$ cat src/rtl/hsid_pkg.sv
// Shared types and sizing constants for the hsid accelerator blocks.
package hsid_pkg;

   localparam int HSID_WORD_WIDTH          = 32;
   localparam int HSID_DATA_WIDTH          = 16;
   localparam int HSID_MAX_HSP_BANDS       = 128;
   localparam int HSID_MAX_HSP_LIBRARY     = 16;
   localparam int HSID_STREAMER_FIFO_DEPTH = 2;
   localparam int HSID_BUS_ADDR_WIDTH      = 32;

   typedef enum logic [2:0] {
      IDLE,
      PIXEL,
      LIBRARY,
      DRAIN,
      DONE
   } hsid_streamer_state_t;

endpackage

$ cat src/rtl/hsid_fifo.sv
// Synchronous FIFO, head visible on o_head_dat the cycle after the write lands.
// Push into a full FIFO is accepted only alongside a pop; clear empties it in one cycle.
module hsid_fifo #(
   parameter int WIDTH = 32,
   parameter int DEPTH = 2
)(
   input  logic                       clk,
   input  logic                       rst_n,
   input  logic                       i_clear,
   input  logic                       i_push,
   input  logic [WIDTH-1:0]           i_push_dat,
   input  logic                       i_pop,
   output logic [WIDTH-1:0]           o_head_dat,
   output logic                       o_full,
   output logic                       o_empty,
   output logic [$clog2(DEPTH):0]     o_count
);

   localparam int AW = $clog2(DEPTH);

   logic [WIDTH-1:0] r_mem [DEPTH];
   logic [AW-1:0]    r_wptr;
   logic [AW-1:0]    r_rptr;
   logic [AW:0]      r_count;
   logic             w_push_ok;
   logic             w_pop_ok;

   assign o_full     = (r_count == (AW+1)'(DEPTH));
   assign o_empty    = (r_count == '0);
   assign o_count    = r_count;
   assign o_head_dat = r_mem[r_rptr];
   assign w_pop_ok   = i_pop && !o_empty;
   assign w_push_ok  = i_push && (!o_full || w_pop_ok);

   always_ff @(posedge clk or negedge rst_n) begin
      if (!rst_n) begin
         for (int i = 0; i < DEPTH; i++) r_mem[i] <= '0;
         r_wptr  <= '0;
         r_rptr  <= '0;
         r_count <= '0;
      end else if (i_clear) begin
         r_wptr  <= '0;
         r_rptr  <= '0;
         r_count <= '0;
      end else begin
         if (w_push_ok) begin
            r_mem[r_wptr] <= i_push_dat;
            r_wptr        <= r_wptr + AW'(1);
         end
         if (w_pop_ok) r_rptr <= r_rptr + AW'(1);
         r_count <= r_count + (AW+1)'(w_push_ok) - (AW+1)'(w_pop_ok);
      end
   end

endmodule

$ cat src/rtl/hsid_vctr_streamer.sv
// Reads the pixel vector then all library vectors over the bus and streams them to hsid_main.
// First element 2 cycles after first grant, 1 word/cycle; downstream stalls throttle reads via FIFO credits.
module hsid_vctr_streamer
   import hsid_pkg::*;
#(
   parameter int WORD_WIDTH       = HSID_WORD_WIDTH,
   parameter int DATA_WIDTH       = HSID_DATA_WIDTH,
   parameter int HSI_BANDS        = HSID_MAX_HSP_BANDS,
   parameter int HSI_LIBRARY_SIZE = HSID_MAX_HSP_LIBRARY,
   parameter int ADDR_WIDTH       = HSID_BUS_ADDR_WIDTH,
   parameter int FIFO_DEPTH       = HSID_STREAMER_FIFO_DEPTH
)(
   input  logic                                clk,
   input  logic                                rst_n,
   input  logic                                start,
   input  logic                                clear,
   input  logic [ADDR_WIDTH-1:0]               pixel_addr_in,
   input  logic [ADDR_WIDTH-1:0]               library_addr_in,
   input  logic [$clog2(HSI_BANDS)-1:0]        hsi_bands_in,
   input  logic [$clog2(HSI_LIBRARY_SIZE)-1:0] library_size_in,
   output logic                                mem_req,
   output logic [ADDR_WIDTH-1:0]               mem_addr,
   input  logic                                mem_gnt,
   input  logic                                mem_rvalid,
   input  logic [WORD_WIDTH-1:0]               mem_rdata,
   output logic [WORD_WIDTH-1:0]               hsi_vctr_out,
   output logic                                hsi_vctr_out_valid,
   input  logic                                hsi_vctr_out_ready,
   output logic                                idle,
   output logic                                busy,
   output logic                                done
);

   localparam int BW = $clog2(HSI_BANDS);
   localparam int LW = $clog2(HSI_LIBRARY_SIZE);
   localparam int CW = BW + LW + 1;
   localparam int OW = $clog2(FIFO_DEPTH) + 1;

   hsid_streamer_state_t r_state, w_state_nxt;

   logic [ADDR_WIDTH-1:0] r_addr, r_lib_base;
   logic [CW-1:0]         r_wpv, r_lib_words, r_total, r_cnt, r_popped;
   logic [CW-1:0]         w_wpv, w_lib_words, w_total;
   logic [OW-1:0]         r_outstanding, w_out_nxt, w_fifo_count;
   logic [OW:0]           w_used;
   logic                  r_req_pend, r_abort;
   logic                  w_zero_cfg, w_start, w_clear, w_active, w_credit;
   logic                  w_mem_req, w_gnt, w_rv_acc, w_push, w_pop;
   logic                  w_fifo_clr, w_fifo_empty, w_fifo_full, w_last_pop;
   logic                  w_busy, w_done;
   logic [WORD_WIDTH-1:0] w_push_dat;

   assign w_wpv       = CW'(({1'b0, hsi_bands_in} + (BW+1)'(1)) >> 1);
   assign w_lib_words = w_wpv * CW'(library_size_in);
   assign w_total     = w_wpv + w_lib_words;
   assign w_zero_cfg  = (hsi_bands_in == '0) || (library_size_in == '0);
   assign w_start     = start && !clear && (r_state == IDLE);
   assign w_clear     = clear && (r_state != IDLE);

   // Counting the same-cycle pop as a free slot keeps 1 word/cycle with a 2-deep FIFO.
   assign w_active  = (r_state == PIXEL) || (r_state == LIBRARY);
   assign w_pop     = !w_fifo_empty && hsi_vctr_out_ready;
   assign w_used    = (OW+1)'(r_outstanding) + (OW+1)'(w_fifo_count) - (OW+1)'(w_pop);
   assign w_credit  = w_used < (OW+1)'(FIFO_DEPTH);
   assign w_mem_req = w_active && (r_req_pend || w_credit);
   assign w_gnt     = w_mem_req && mem_gnt;

   // Responses with nothing outstanding belong to a transfer killed by reset.
   assign w_rv_acc   = mem_rvalid && (r_outstanding != '0);
   assign w_push     = w_rv_acc && !r_abort && (!w_fifo_full || w_pop);
   assign w_out_nxt  = r_outstanding + OW'(w_gnt) - OW'(w_rv_acc);
   assign w_fifo_clr = w_clear || r_abort;
   assign w_last_pop = w_pop && (r_popped == r_total - CW'(1));
   assign w_push_dat = {mem_rdata[WORD_WIDTH-1:DATA_WIDTH], mem_rdata[DATA_WIDTH-1:0]};

   always_ff @(posedge clk or negedge rst_n) begin
      if (!rst_n) r_state <= IDLE;
      else        r_state <= w_state_nxt;
   end

   always_comb begin
      w_state_nxt = r_state;
      w_busy      = 1'b1;
      w_done      = 1'b0;
      case (r_state)
         IDLE: begin
            w_busy = 1'b0;
            if (w_start) w_state_nxt = w_zero_cfg ? DONE : PIXEL;
         end
         PIXEL:   if (w_gnt && (r_cnt == r_wpv - CW'(1)))       w_state_nxt = LIBRARY;
         LIBRARY: if (w_gnt && (r_cnt == r_lib_words - CW'(1))) w_state_nxt = DRAIN;
         DRAIN: begin
            if (r_abort) begin
               if (w_out_nxt == '0) w_state_nxt = IDLE;
            end else if (w_last_pop) begin
               w_state_nxt = DONE;
            end
         end
         DONE: begin
            w_done      = 1'b1;
            w_state_nxt = IDLE;
         end
         default: w_state_nxt = IDLE;
      endcase
      if (w_clear) w_state_nxt = DRAIN;
   end

   always_ff @(posedge clk or negedge rst_n) begin
      if (!rst_n) begin
         r_addr        <= '0;
         r_lib_base    <= '0;
         r_wpv         <= '0;
         r_lib_words   <= '0;
         r_total       <= '0;
         r_cnt         <= '0;
         r_popped      <= '0;
         r_outstanding <= '0;
         r_req_pend    <= 1'b0;
         r_abort       <= 1'b0;
      end else begin
         if (w_start) begin
            r_addr      <= pixel_addr_in;
            r_lib_base  <= library_addr_in;
            r_wpv       <= w_wpv;
            r_lib_words <= w_lib_words;
            r_total     <= w_total;
            r_cnt       <= '0;
         end else if (w_gnt) begin
            if ((r_state == PIXEL) && (r_cnt == r_wpv - CW'(1))) begin
               r_addr <= r_lib_base;
               r_cnt  <= '0;
            end else begin
               r_addr <= r_addr + ADDR_WIDTH'(4);
               r_cnt  <= r_cnt + CW'(1);
            end
         end

         if (w_start)    r_popped <= '0;
         else if (w_pop) r_popped <= r_popped + CW'(1);

         r_outstanding <= w_out_nxt;
         // An ungranted request stays up so address and req never change before gnt.
         r_req_pend    <= w_mem_req && !mem_gnt && !clear;

         if (w_clear)                                      r_abort <= 1'b1;
         else if ((r_state == DRAIN) && (w_out_nxt == '0)) r_abort <= 1'b0;
      end
   end

   hsid_fifo #(
      .WIDTH (WORD_WIDTH),
      .DEPTH (FIFO_DEPTH)
   ) u_fifo (
      .clk        (clk),
      .rst_n      (rst_n),
      .i_clear    (w_fifo_clr),
      .i_push     (w_push),
      .i_push_dat (w_push_dat),
      .i_pop      (w_pop),
      .o_head_dat (hsi_vctr_out),
      .o_full     (w_fifo_full),
      .o_empty    (w_fifo_empty),
      .o_count    (w_fifo_count)
   );

   assign mem_req            = w_mem_req;
   assign mem_addr           = r_addr;
   assign hsi_vctr_out_valid = !w_fifo_empty;
   assign busy               = w_busy;
   assign idle               = !w_busy;
   assign done               = w_done;

endmodule

$ cat config.mk
export PLATFORM = sky130hd
export DESIGN_NAME = hsid_vctr_streamer
export DESIGN_NICKNAME = d
export VERILOG_FILES = /design/src/rtl/hsid_pkg.sv /design/src/rtl/hsid_fifo.sv /design/src/rtl/hsid_vctr_streamer.sv
export SDC_FILE = /design/constraint.sdc
export NUM_CORES = 1
export LEC_CHECK = 0
export ABC_AREA = 0
export BUFFER_PORTS_ARGS = -buffer_cell sky130_fd_sc_hd__buf_2
export CAP_MARGIN = 25
export CORE_MARGIN = 2
export CORE_UTILIZATION = 35
export CTS_CLUSTER_DIAMETER = 80
export CTS_CLUSTER_SIZE = 12
export DETAILED_ROUTE_END_ITERATION = 8
export PLACE_DENSITY = 0.64
export SETUP_SLACK_MARGIN = 0.02
export SLEW_MARGIN = 10
export SYNTH_ARGS = -nofsm -noshare
export SYNTH_HDL_FRONTEND = slang
export SYNTH_SLANG_ARGS = --single-unit
$ cat constraint.sdc
create_clock -name clk -period 4.42 [get_ports clk]
set_input_delay 0.663 -clock clk [delete_from_list [all_inputs] [get_ports clk]]
set_output_delay 0.663 -clock clk [all_outputs]
set_load 0.05 [all_outputs]
==> flow_metrics.py <==
metrics = {
    "routing": {
        "wl_per_cell_um": 15.5,
        "ant_nets": 0,
        "finalWirelength_mm": 29.1,
        "drt_iter0_markers": 461,
        "vias_per_cell": 5.10,
        "vias": 9566,
        "route.detailed.drc": 0,
        "first_pass_iters": 7,
    },
    "clock_network": {
        "cts_resized": 0,
        "cts_tree": "built",
        "clock_latency_ps": 440,
        "numCtsBuffers": 17,
        "htreeDepth": 4,
        "clock_sinks": 193,
        "clockBufferDepth": 2,
        "post_cts_buffers": 0,
        "clkTransAtPathRegs_ps": 70,
        "hold_buffers": 0,
        "clock-root-buffer": "clkbuf_16",
    },
    "logic_synthesis": {
        "ys_warn_count": 0,
        "async_flop_share": 1.00,
        "ys_ff_latch": 193,
        "synth_area_per_cell_um2": 9.34,
        "ys_seq_area_frac": 0.420,
        "synth-main-ff-cell": "dfrtp_1",
        "ys_types": 71,
        "syn-num-nets": 1393,
        "netlist_area_mm2": 0.0115,
        "synth-edff-count": 0,
        "synth_cells": 1232,
    },
    "floorplan": {
        "ios": 183,
        "rows": 66,
        "die_y_um": 185,
        "start_util": 0.355,
        "fp.dieW_um": 185,
        "dieArea_mm2": 0.0343,
        "core_area_mm2": 0.0325,
    },
    "pwr": {
        "swShare": 0.443,
        "p_seq_frac": 0.342,
        "power_uw": 8590,
        "leakagePower_uw": 0.00648,
        "peakVddDrop_v": 0.000350,
        "power_density_mw_per_mm2": 621,
        "power.share.clock": 0.190,
        "switching_power_uw": 3810,
        "p_int_uw": 4790,
        "p_comb_frac": 0.468,
    },
    "critical_path": {
        "reg2reg_slack_ps": 300,
        "critPathLaunchType": "flip-flop",
        "critical_path_buf_inv_count": 3,
        "critPathTopFamily": "compound AO/OA/AOI/OAI gates",
        "path_common_cell": "ha_4",
        "crit_fanout": 4,
        "crit_required_ps": 4750,
        "slowest_delay_ps": 420,
        "crit_slowest_cell": "dfrtp_1",
        "reg2reg_from": "u_fifo.o_count[0]$_DFF_PN0_",
        "arrival_ps": 4460,
        "crit_path_start": "u_fifo.o_count[0]$_DFF_PN0_",
        "critPathKind": "flip-flop to flip-flop",
        "end_kind": "flip-flop",
        "worstPathCellList": "o21ai_4, inv_2, ha_4, nor2b_2, fa_2, xor2_2, a2111oi_4, and2_4, inv_4, ha_4, inv_2, ha_4, xor3_1, o211ai_1, nand4_1, nor3_1, nand4_1, a21oi_2, o21ai_1, o21a_1",
    },
    "global_route": {
        "grt_pass1_wl_mm": 47.4,
        "grt_max_degree": 112,
        "grtUsageTotal": 0.172,
        "grt_pass1_vias": 9309,
        "antenna_found_initial": 3,
        "overflow": 0,
    },
    "timing": {
        "fin_crit_sh": 0.933,
        "setup_viol": 0,
        "finClkSkew_ps": 8.73,
        "clock.fmax_mhz": 242,
        "layout_setup_ws_ps": 296,
        "slew_viol_final": 0,
        "min_period_ps": 4120,
        "hold_viol_final": 0,
        "worst_slew_pin_slew_ps": 930,
        "relSlewSlack": 0.380,
        "rsz0062_at_grt": "no",
    },
    "status": {
        "run_status": "complete, no violations",
    },
    "flow_run": {
        "cap_violations": 0,
    },
    "cells_and_area": {
        "drive_above_1_share": 0.281,
        "final_cell_mix": "nand2_1, dfrtp_1, buf_2",
        "fin_nets": 1580,
        "layout_commonest_cell": "nand2_1",
        "final_area_mm2": 0.0138,
        "syn_to_final_growth_pct": 20.4,
    },
    "place": {
        "finalWeightedCongestion": 0.819,
        "dpl.hpwl_mm": 20.9,
        "numPortBuffers": 182,
        "placed_cell_area_mm2": 0.0132,
        "place_ws_ps": -228,
    },
    "worst_hold_path": {
        "hold_path.class": "input pin to asynchronous set/reset pin",
    },
}
registers in the layout, summed over array words and instances (netlist names), 2 cells and up:
| register | cells |
|---|---|
| u_fifo.r_mem | 64 |
| mem_addr | 32 |
| r_lib_base | 32 |
| r_cnt | 12 |
| r_popped | 12 |
| r_total | 12 |
| r_lib_words | 11 |
| r_wpv | 7 |
| r_state | 3 |
| r_outstanding | 2 |
| u_fifo.o_count | 2 |
area by class of cell:
cell class	count	area [µm²]
Fill cell	3189	18600
Multi-Input combinational cell	926	6330
Sequential cell	193	4830
Timing Repair Buffer	232	1330
Tap cell	442	553
Clock buffer	18	439
Inverter	49	186
Clock inverter	14	178
Antenna cell	1	2.50
cells by family (layout without fill, tap and decap cells):
family | count (synthesis) | after routing | share of synthesized area
and+or+nand+nor | 473 | 473 | 0.196
AOI/OAI and AO/OA | 220 | 220 | 0.117
DFF | 193 | 193 | 0.420
buffers and inverters | 113 | 313 | 0.0406
muxes | 108 | 108 | 0.107
xor gates and xnor gates | 78 | 78 | 0.0607
adders and majority gates | 47 | 47 | 0.0589
other | 0 | 1 | 0
worst paths after layout:
path	endpoint	cells after the start
setup / recovery	r_state[0]$_DFFE_PN0P_	20
hold / removal	u_fifo.r_mem[35]$_DFFE_PN0P_	1
setup reg to reg	r_state[0]$_DFFE_PN0P_	20
hold reg to reg	r_lib_base[2]$_DFFE_PN0P_	2
max in group asynchronous	r_state[0]$_DFFE_PN0P_	2
min in group clk	r_lib_base[5]$_DFFE_PN0P_	3
layer usage:
| layer | vias up | wire, µm | share of wire | GRT usage |
|---|---|---|---|---|
| met2 | 224 | 13400 | 0.46 | 0.276 |
| li1 | 4666 | - | - | - |
| met3 | 36 | 1620 | 0.055 | 0.0381 |
| met5 | - | 31 | 0.0011 | 0 |
| met1 | 4636 | 13600 | 0.47 | 0.230 |
| met4 | 4 | 489 | 0.017 | 0.0530 |
power by group through the flow:
stage | clock [µW] | sequential (µW) | combinational [µW]
2_1_floorplan | 0 | 3190 | 2740
3_3_place_gp | 0 | 2930 | 3940
3_5_place_dp | 0 | 2960 | 4010
4_1_cts | 1680 | 2930 | 4030
5_1_grt | 1760 | 3030 | 4420
6_report | 1640 | 2940 | 4020
synth_stat cells (4+ instances only):
cell | count | area [µm²]
a211oi_1 | 7 | 52.6
a21o_1 | 5 | 37.5
a21oi_1 | 71 | 355
a31oi_1 | 13 | 81.3
and2_1 | 20 | 125
and3_1 | 15 | 93.8
and4_1 | 4 | 35.0
buf_1 | 7 | 26.3
buf_2 | 13 | 65.1
clkbuf_1 | 40 | 150
dfrtp_1 | 193 | 4830
fa_1 | 12 | 240
ha_1 | 35 | 438
inv_1 | 49 | 184
mux2_2 | 100 | 1130
mux2_4 | 5 | 75.1
nand2_1 | 226 | 848
nand2b_1 | 10 | 62.6
nand3_1 | 35 | 175
nand3b_1 | 7 | 52.6
nand4_1 | 12 | 75.1
nor2_1 | 66 | 248
nor2b_1 | 6 | 37.5
nor3_1 | 23 | 115
nor3b_1 | 8 | 60.1
nor4_1 | 5 | 31.3
nor4b_1 | 4 | 35.0
o21a_1 | 5 | 37.5
o21ai_0 | 45 | 225
o21ai_1 | 10 | 50.1
o22ai_1 | 24 | 150
o31ai_1 | 7 | 52.6
or3_1 | 15 | 93.8
xnor2_1 | 40 | 350
xor2_1 | 37 | 324
metrics by stage:
step	instances	util	setup TNS [ps]	hold WS (ps)
finish	1875	0.427	0	323
global route	1875	0.427	0	393
floorplan	1232	-	-973	367
detailed placement	1841	0.407	-868	455
CTS	1873	0.426	0	366
global placement	1841	0.407	-398	452
Power figures use the tool's default switching activity.
